[src/rtl/regbank_wb_scheduler_if.sv]
// +--------------------------------------------------------------------------+
// | regbank_wb_scheduler_if                                                  |
// | Write-back requester, register-bank and issue-stage signal bundle.       |
// | Rev 1.0 - initial release                                                |
// +--------------------------------------------------------------------------+
`default_nettype none

interface regbank_wb_scheduler_if #(
  parameter int NUM_REGS = 16,
  parameter int DATA_W   = 32
);
  localparam int IDX_W = $clog2(NUM_REGS);

  logic              alu_wr_valid;
  logic              alu_wr_ready;
  logic [IDX_W-1:0]  alu_wr_dest;
  logic [DATA_W-1:0] alu_wr_data;

  logic              ldr_wr_valid;
  logic              ldr_wr_ready;
  logic [IDX_W-1:0]  ldr_wr_dest;
  logic [DATA_W-1:0] ldr_wr_data;

  logic              rf_wr_en;
  logic [IDX_W-1:0]  rf_dest;
  logic [DATA_W-1:0] rf_wr_data;

  logic              issue_valid;
  logic              issue_writes;
  logic [IDX_W-1:0]  issue_dest;
  logic [IDX_W-1:0]  issue_src1;
  logic [IDX_W-1:0]  issue_src2;
  logic              issue_stall;

  logic [NUM_REGS-1:0] busy_mask;
  logic                spurious_err;

  // Pipeline side: drives requests and issue info, observes results.
  modport master (
    output alu_wr_valid, alu_wr_dest, alu_wr_data,
    output ldr_wr_valid, ldr_wr_dest, ldr_wr_data,
    output issue_valid, issue_writes, issue_dest, issue_src1, issue_src2,
    input  alu_wr_ready, ldr_wr_ready,
    input  rf_wr_en, rf_dest, rf_wr_data,
    input  issue_stall, busy_mask, spurious_err
  );

  // Scheduler side.
  modport slave (
    input  alu_wr_valid, alu_wr_dest, alu_wr_data,
    input  ldr_wr_valid, ldr_wr_dest, ldr_wr_data,
    input  issue_valid, issue_writes, issue_dest, issue_src1, issue_src2,
    output alu_wr_ready, ldr_wr_ready,
    output rf_wr_en, rf_dest, rf_wr_data,
    output issue_stall, busy_mask, spurious_err
  );
endinterface

`default_nettype wire

[src/rtl/regbank_wb_scheduler.sv]
// +--------------------------------------------------------------------------+
// | regbank_wb_scheduler                                                     |
// | Round-robin write-back arbiter for the register bank write port plus a   |
// | busy-register scoreboard that stalls issue on RAW/WAW hazards.           |
// | Rev 1.0 - initial release                                                |
// +--------------------------------------------------------------------------+
`default_nettype none

module regbank_wb_scheduler #(
  parameter int NUM_REGS = 16,
  parameter int DATA_W   = 32
) (
  input  wire logic               clk,
  input  wire logic               rst_n,
  regbank_wb_scheduler_if.slave   bus
);

  localparam int IDX_W = $clog2(NUM_REGS);

  typedef enum logic [0:0] {
    PREF_ALU = 1'b0,
    PREF_LDR = 1'b1
  } pref_t;

  pref_t               r_pref;
  pref_t               w_pref_nxt;
  logic                w_alu_grant;
  logic                w_ldr_grant;
  logic [IDX_W-1:0]    w_sel_dest;
  logic [DATA_W-1:0]   w_sel_data;

  logic                r_wr_en;
  logic [IDX_W-1:0]    r_dest;
  logic [DATA_W-1:0]   r_wr_data;

  logic [NUM_REGS-1:0] r_busy;
  logic [NUM_REGS-1:0] w_set;
  logic [NUM_REGS-1:0] w_clr;
  logic                w_stall;
  logic                w_issue_fire;
  logic                r_spurious;

  // Arbitration and round-robin pointer next state.
  always_comb begin
    w_alu_grant = 1'b0;
    w_ldr_grant = 1'b0;
    w_pref_nxt  = r_pref;
    w_sel_dest  = bus.alu_wr_dest;
    w_sel_data  = bus.alu_wr_data;

    if (bus.alu_wr_valid && (!bus.ldr_wr_valid || r_pref == PREF_ALU)) begin
      w_alu_grant = 1'b1;
    end else if (bus.ldr_wr_valid) begin
      w_ldr_grant = 1'b1;
    end

    if (w_alu_grant) begin
      w_pref_nxt = PREF_LDR;
    end else if (w_ldr_grant) begin
      w_pref_nxt = PREF_ALU;
      w_sel_dest = bus.ldr_wr_dest;
      w_sel_data = bus.ldr_wr_data;
    end
  end

  always_ff @(posedge clk or negedge rst_n) begin
    if (!rst_n) begin
      r_pref <= PREF_ALU;
    end else begin
      r_pref <= w_pref_nxt;
    end
  end

  // Registered bank write port; dest/data hold when no grant.
  always_ff @(posedge clk or negedge rst_n) begin
    if (!rst_n) begin
      r_wr_en   <= 1'b0;
      r_dest    <= '0;
      r_wr_data <= '0;
    end else begin
      r_wr_en <= w_alu_grant | w_ldr_grant;
      if (w_alu_grant || w_ldr_grant) begin
        r_dest    <= w_sel_dest;
        r_wr_data <= w_sel_data;
      end
    end
  end

  // No bypass: a register being written this cycle still counts as busy.
  always_comb begin
    w_stall = bus.issue_valid &
              (r_busy[bus.issue_src1] | r_busy[bus.issue_src2] |
               (bus.issue_writes & r_busy[bus.issue_dest]));
    w_issue_fire = bus.issue_valid & bus.issue_writes & ~w_stall;
  end

  generate
    for (genvar gi = 0; gi < NUM_REGS; gi++) begin : g_busy
      assign w_set[gi] = w_issue_fire & (bus.issue_dest == IDX_W'(gi));
      assign w_clr[gi] = r_wr_en & (r_dest == IDX_W'(gi));

      always_ff @(posedge clk or negedge rst_n) begin
        if (!rst_n) begin
          r_busy[gi] <= 1'b0;
        end else begin
          r_busy[gi] <= (r_busy[gi] & ~w_clr[gi]) | w_set[gi];
        end
      end
    end
  endgenerate

  // Sticky flag for a write-back that nothing was waiting on.
  always_ff @(posedge clk or negedge rst_n) begin
    if (!rst_n) begin
      r_spurious <= 1'b0;
    end else if (r_wr_en && !r_busy[r_dest]) begin
      r_spurious <= 1'b1;
    end
  end

  assign bus.alu_wr_ready = w_alu_grant;
  assign bus.ldr_wr_ready = w_ldr_grant;
  assign bus.rf_wr_en     = r_wr_en;
  assign bus.rf_dest      = r_dest;
  assign bus.rf_wr_data   = r_wr_data;
  assign bus.issue_stall  = w_stall;
  assign bus.busy_mask    = r_busy;
  assign bus.spurious_err = r_spurious;

endmodule

`default_nettype wire

[src/flat_wrapper.sv]
// flat-port wrapper written by rule: the top's interface ports become plain ports
module regbank_wb_scheduler_flat 
#(
  parameter int NUM_REGS = 16,
  parameter int DATA_W   = 32
)
  (clk, rst_n, bus_alu_wr_valid, bus_alu_wr_dest, bus_alu_wr_data, bus_ldr_wr_valid, bus_ldr_wr_dest, bus_ldr_wr_data, bus_issue_valid, bus_issue_writes, bus_issue_dest, bus_issue_src1, bus_issue_src2, bus_alu_wr_ready, bus_ldr_wr_ready, bus_rf_wr_en, bus_rf_dest, bus_rf_wr_data, bus_issue_stall, bus_busy_mask, bus_spurious_err);
  regbank_wb_scheduler_if #(.NUM_REGS(NUM_REGS), .DATA_W(DATA_W)) bus_i ();
  input  wire logic clk;
  input  wire logic rst_n;
  input wire logic [$bits(bus_i.alu_wr_valid)-1:0] bus_alu_wr_valid;
  input wire logic [$bits(bus_i.alu_wr_dest)-1:0] bus_alu_wr_dest;
  input wire logic [$bits(bus_i.alu_wr_data)-1:0] bus_alu_wr_data;
  input wire logic [$bits(bus_i.ldr_wr_valid)-1:0] bus_ldr_wr_valid;
  input wire logic [$bits(bus_i.ldr_wr_dest)-1:0] bus_ldr_wr_dest;
  input wire logic [$bits(bus_i.ldr_wr_data)-1:0] bus_ldr_wr_data;
  input wire logic [$bits(bus_i.issue_valid)-1:0] bus_issue_valid;
  input wire logic [$bits(bus_i.issue_writes)-1:0] bus_issue_writes;
  input wire logic [$bits(bus_i.issue_dest)-1:0] bus_issue_dest;
  input wire logic [$bits(bus_i.issue_src1)-1:0] bus_issue_src1;
  input wire logic [$bits(bus_i.issue_src2)-1:0] bus_issue_src2;
  output wire logic [$bits(bus_i.alu_wr_ready)-1:0] bus_alu_wr_ready;
  output wire logic [$bits(bus_i.ldr_wr_ready)-1:0] bus_ldr_wr_ready;
  output wire logic [$bits(bus_i.rf_wr_en)-1:0] bus_rf_wr_en;
  output wire logic [$bits(bus_i.rf_dest)-1:0] bus_rf_dest;
  output wire logic [$bits(bus_i.rf_wr_data)-1:0] bus_rf_wr_data;
  output wire logic [$bits(bus_i.issue_stall)-1:0] bus_issue_stall;
  output wire logic [$bits(bus_i.busy_mask)-1:0] bus_busy_mask;
  output wire logic [$bits(bus_i.spurious_err)-1:0] bus_spurious_err;
  assign bus_i.alu_wr_valid = bus_alu_wr_valid;
  assign bus_i.alu_wr_dest = bus_alu_wr_dest;
  assign bus_i.alu_wr_data = bus_alu_wr_data;
  assign bus_i.ldr_wr_valid = bus_ldr_wr_valid;
  assign bus_i.ldr_wr_dest = bus_ldr_wr_dest;
  assign bus_i.ldr_wr_data = bus_ldr_wr_data;
  assign bus_i.issue_valid = bus_issue_valid;
  assign bus_i.issue_writes = bus_issue_writes;
  assign bus_i.issue_dest = bus_issue_dest;
  assign bus_i.issue_src1 = bus_issue_src1;
  assign bus_i.issue_src2 = bus_issue_src2;
  assign bus_alu_wr_ready = bus_i.alu_wr_ready;
  assign bus_ldr_wr_ready = bus_i.ldr_wr_ready;
  assign bus_rf_wr_en = bus_i.rf_wr_en;
  assign bus_rf_dest = bus_i.rf_dest;
  assign bus_rf_wr_data = bus_i.rf_wr_data;
  assign bus_issue_stall = bus_i.issue_stall;
  assign bus_busy_mask = bus_i.busy_mask;
  assign bus_spurious_err = bus_i.spurious_err;
  regbank_wb_scheduler #(.NUM_REGS(NUM_REGS), .DATA_W(DATA_W)) u_core (.clk(clk), .rst_n(rst_n), .bus(bus_i));
endmodule
[config.mk]
export PLATFORM = sky130hd
export DESIGN_NAME = regbank_wb_scheduler_flat
export DESIGN_NICKNAME = d
export VERILOG_FILES = /design/src/rtl/regbank_wb_scheduler_if.sv /design/src/rtl/regbank_wb_scheduler.sv /design/src/flat_wrapper.sv
export SDC_FILE = /design/constraint.sdc
export NUM_CORES = 1
export LEC_CHECK = 0
export ABC_CLOCK_PERIOD_IN_PS = 5210
export CAP_MARGIN = 15
export CORE_MARGIN = 5
export CORE_UTILIZATION = 43
export DETAILED_ROUTE_END_ITERATION = 16
export GPL_TIMING_DRIVEN = 1
export PLACE_DENSITY_LB_ADDON = 0.2
export SLEW_MARGIN = 20
export SYNTH_ARGS = -nofsm -noshare
export SYNTH_HDL_FRONTEND = slang
export SYNTH_SLANG_ARGS = --single-unit
[constraint.sdc]
create_clock -name clk -period 5.21 [get_ports clk]
set_input_delay 1.3025 -clock clk [delete_from_list [all_inputs] [get_ports clk]]
set_output_delay 1.3025 -clock clk [all_outputs]
set_load 0.05 [all_outputs]
==> reports/metrics.yaml <==
grt:
  antenna_found_initial: 0
  grt_max_degree: 67
  grt_first_pass_wirelength_microns: 14700
  grt.overflow.total: 0
  grt.total_usage_pct: 21.3
  grt_pass1_vias: 2889
clocking:
  numCtsBuffers: 5
  clock-sinks: 55
  clk_path_buf_depth: 2
  cts_tree: "yes"
  clk_latency_ps: 310
  cts_setup_buffers: 0
  clk_pin_slew_ps: 90
  htreeDepth: 2
  cts_root_buffer: "clkbuf_8"
  holdBufCountCts: 0
  ctsResizeCount: 0
final_layout:
  final_layout_size_suffix_gt1_share_pct: 7.31
  final_area_sq_mm: 0.00471
  fin_cells: 534
  register_area_sq_mm: 0.00138
  final_cell_mix: "clkdlybuf4s50_1 (143), dfrtp_1 (55), o21ai_0 (52), mux2i_1 (49), nand2_1 (41)"
  syn_to_final_growth_pct: 52.8
  antenna_cells: 0
  fin_util_pct: 68.5
  final_common_cell: "clkdlybuf4s50_1"
  multi_input_area_sq_mm: 0.00161
  fin_nets: 527
  fill_cells: 560
setup_path:
  cp_top_family: "buffers and inverters"
  critical_path_class: "in -> out"
  cpPeakStageDelay_ps: 860
  cp-start-kind: "input port"
  cp_cell_sequence: "clkdlybuf4s50_1 > mux2i_1 > a22oi_1 > nand3_1 > nand2_1 > o21a_1 > buf_4"
  slowest_stage: "clkdlybuf4s50_1"
  worstPathRequired_ps: 3910
  crit_path_end_kind: "primary output"
  critPathArrivalTime_ps: 3550
  crit_path_max_fanout: 14
  path_buf_inv: 2
die:
  io_pins: 147
  core_sq_mm: 0.00687
  start_util_pct: 44.8
  die_w_microns: 94.6
  rows: 30
  die_h_microns: 94.6
  dieArea_sq_mm: 0.00896
detailed_routing:
  antenna_left: 0
  routed_wl_microns: 9540
  vias_per_cell: 5.42
  drt_iter0_markers: 224
  drc_errors: 0
  wl_per_cell_microns: 17.9
  drt_pre_antenna_iters: 4
  vias: 2895
yosys:
  avgSynthCellArea_sq_um: 10.3
  synth_top_cell_by_area: "dfrtp_1"
  synth-seq-cells: 55
  ys_top_cells_by_area: "dfrtp_1 (45%), mux2i_1 (16%), mux4_2 (9.5%)"
  ys_warn_count: 0
  synth.distinct_cells: 31
  syn_area_sq_mm: 0.00308
  synth_fp_nets: 390
  yosysTopAreaCellShare_pct: 44.7
  syn_inst: 300
  ys_seq_area_share_pct: 44.7
timing:
  fin_crit_ps: 4850
  max_slew.worst_pin.slew_ps: 708
  fin_worst_skew_ps: 8.95
  drv_slew: 0
  rsz0062_at_grt: "false"
  max_freq_mhz: 206
  hold_viol_final: 0
  worst_slack_ps: 359
  slew_headroom_pct: 52.8
  worst_hold_slack_ps: 493
  finalCritPeriodShare_pct: 93.1
  finalSetupViolations: 0
  tns_ps: 0
pwr:
  irDropWorstVdd_v: 0.000216
  power_mw: 1.84
  power.leakage_nw: 1.95
  p_per_area_mw_per_mm2: 390
placed_design:
  dp_hpwl_microns: 7210
  numPortBuffers: 146
  place.gp.congestion: 0.940
  dp_slack_ps: 372
  placed_cells: 526
  dpl_cell_area_sq_mm: 0.00461
worst_hold_path:
  hp-class: "reg -> reg"
flow_run:
  cap_violations: 0
status:
  outcome: "complete, no violations"
layout make-up:
cell class,instances,area share [%]
multi-input cells,221,34.3
repair buffers,151,31.6
well taps,96,2.55
flip-flops and latches,55,29.2
clock buffers,8,2.13
inverters,3,0.239
cell usage after synthesis, drive strengths merged:
library cell  number
o21ai             61
nand2b             2
nand3b             3
o31ai              7
or3                1
a21oi              2
nand4              9
nor3b              2
nand3             10
mux2               1
o21a               1
and3               1
mux4              13
or2                2
mux2i             49
a311oi             1
clkbuf            15
a211o              1
a22oi              2
nor2b              5
o21bai             1
inv                3
nand2             41
dfrtp             55
nor3               1
buf                6
nor2               4
and2               1
cells by family (layout without fill, tap and decap cells):
| logic type | count (synthesis) | after routing | share of synthesized area, % |
|---|---|---|---|
| simple gates | 82 | 82 | 12.8 |
| compound gates | 76 | 76 | 13.5 |
| mux | 63 | 63 | 25.8 |
| flops | 55 | 55 | 44.7 |
| buf+inv | 24 | 162 | 3.29 |
per-layer routing:
| metal | global-route usage, % | share of wire (%) | vias to the layer above |
|---|---|---|---|
| met3 | 5.82 | 9.2 | 28 |
| li1 | - | - | 1377 |
| met4 | 9.62 | 4.0 | 0 |
| met1 | 27.8 | 40 | 1357 |
| met5 | 0 | 0 | - |
| met2 | 32.9 | 47 | 133 |
report_power, final:
part           total [mW]  internal, mW  leakage, nW  switching [mW]
Combinational       0.923         0.376         1.22           0.547
Clock               0.254         0.122       0.0515           0.133
Sequential          0.658         0.515        0.670           0.143
Total                1.84          1.01         1.95           0.823
path summary, 6_finish.rpt:
path                                                        end  slack (ps)  cells past startpoint                           startpoint
hold / removal              u_core.bus.spurious_err$_DFFE_PN0P_         490                      1  u_core.bus.spurious_err$_DFFE_PN0P_
setup reg to reg              u_core.bus.busy_mask[6]$_DFF_PN0_        3060                      5   u_core.bus.busy_mask[10]$_DFF_PN0_
setup / recovery                                bus_issue_stall         360                      7                    bus_issue_dest[1]
min in group asynchronous    u_core.bus.busy_mask[14]$_DFF_PN0_        1130                      2                                rst_n
hold reg to reg             u_core.bus.spurious_err$_DFFE_PN0P_         490                      1  u_core.bus.spurious_err$_DFFE_PN0P_
max in group asynchronous  u_core.bus.rf_wr_data[0]$_DFFE_PN0P_        3620                      2                                rst_n
state kept, by name, indices dropped and copies added (netlist names):
name	count
u_core.bus.spurious_err	1
u_core.bus.busy_mask	16
u_core.bus.rf_dest	4
u_core.r_pref	1
u_core.bus.rf_wr_data	32
u_core.bus.rf_wr_en	1
No activity file was read; power rests on OpenSTA's default activity.
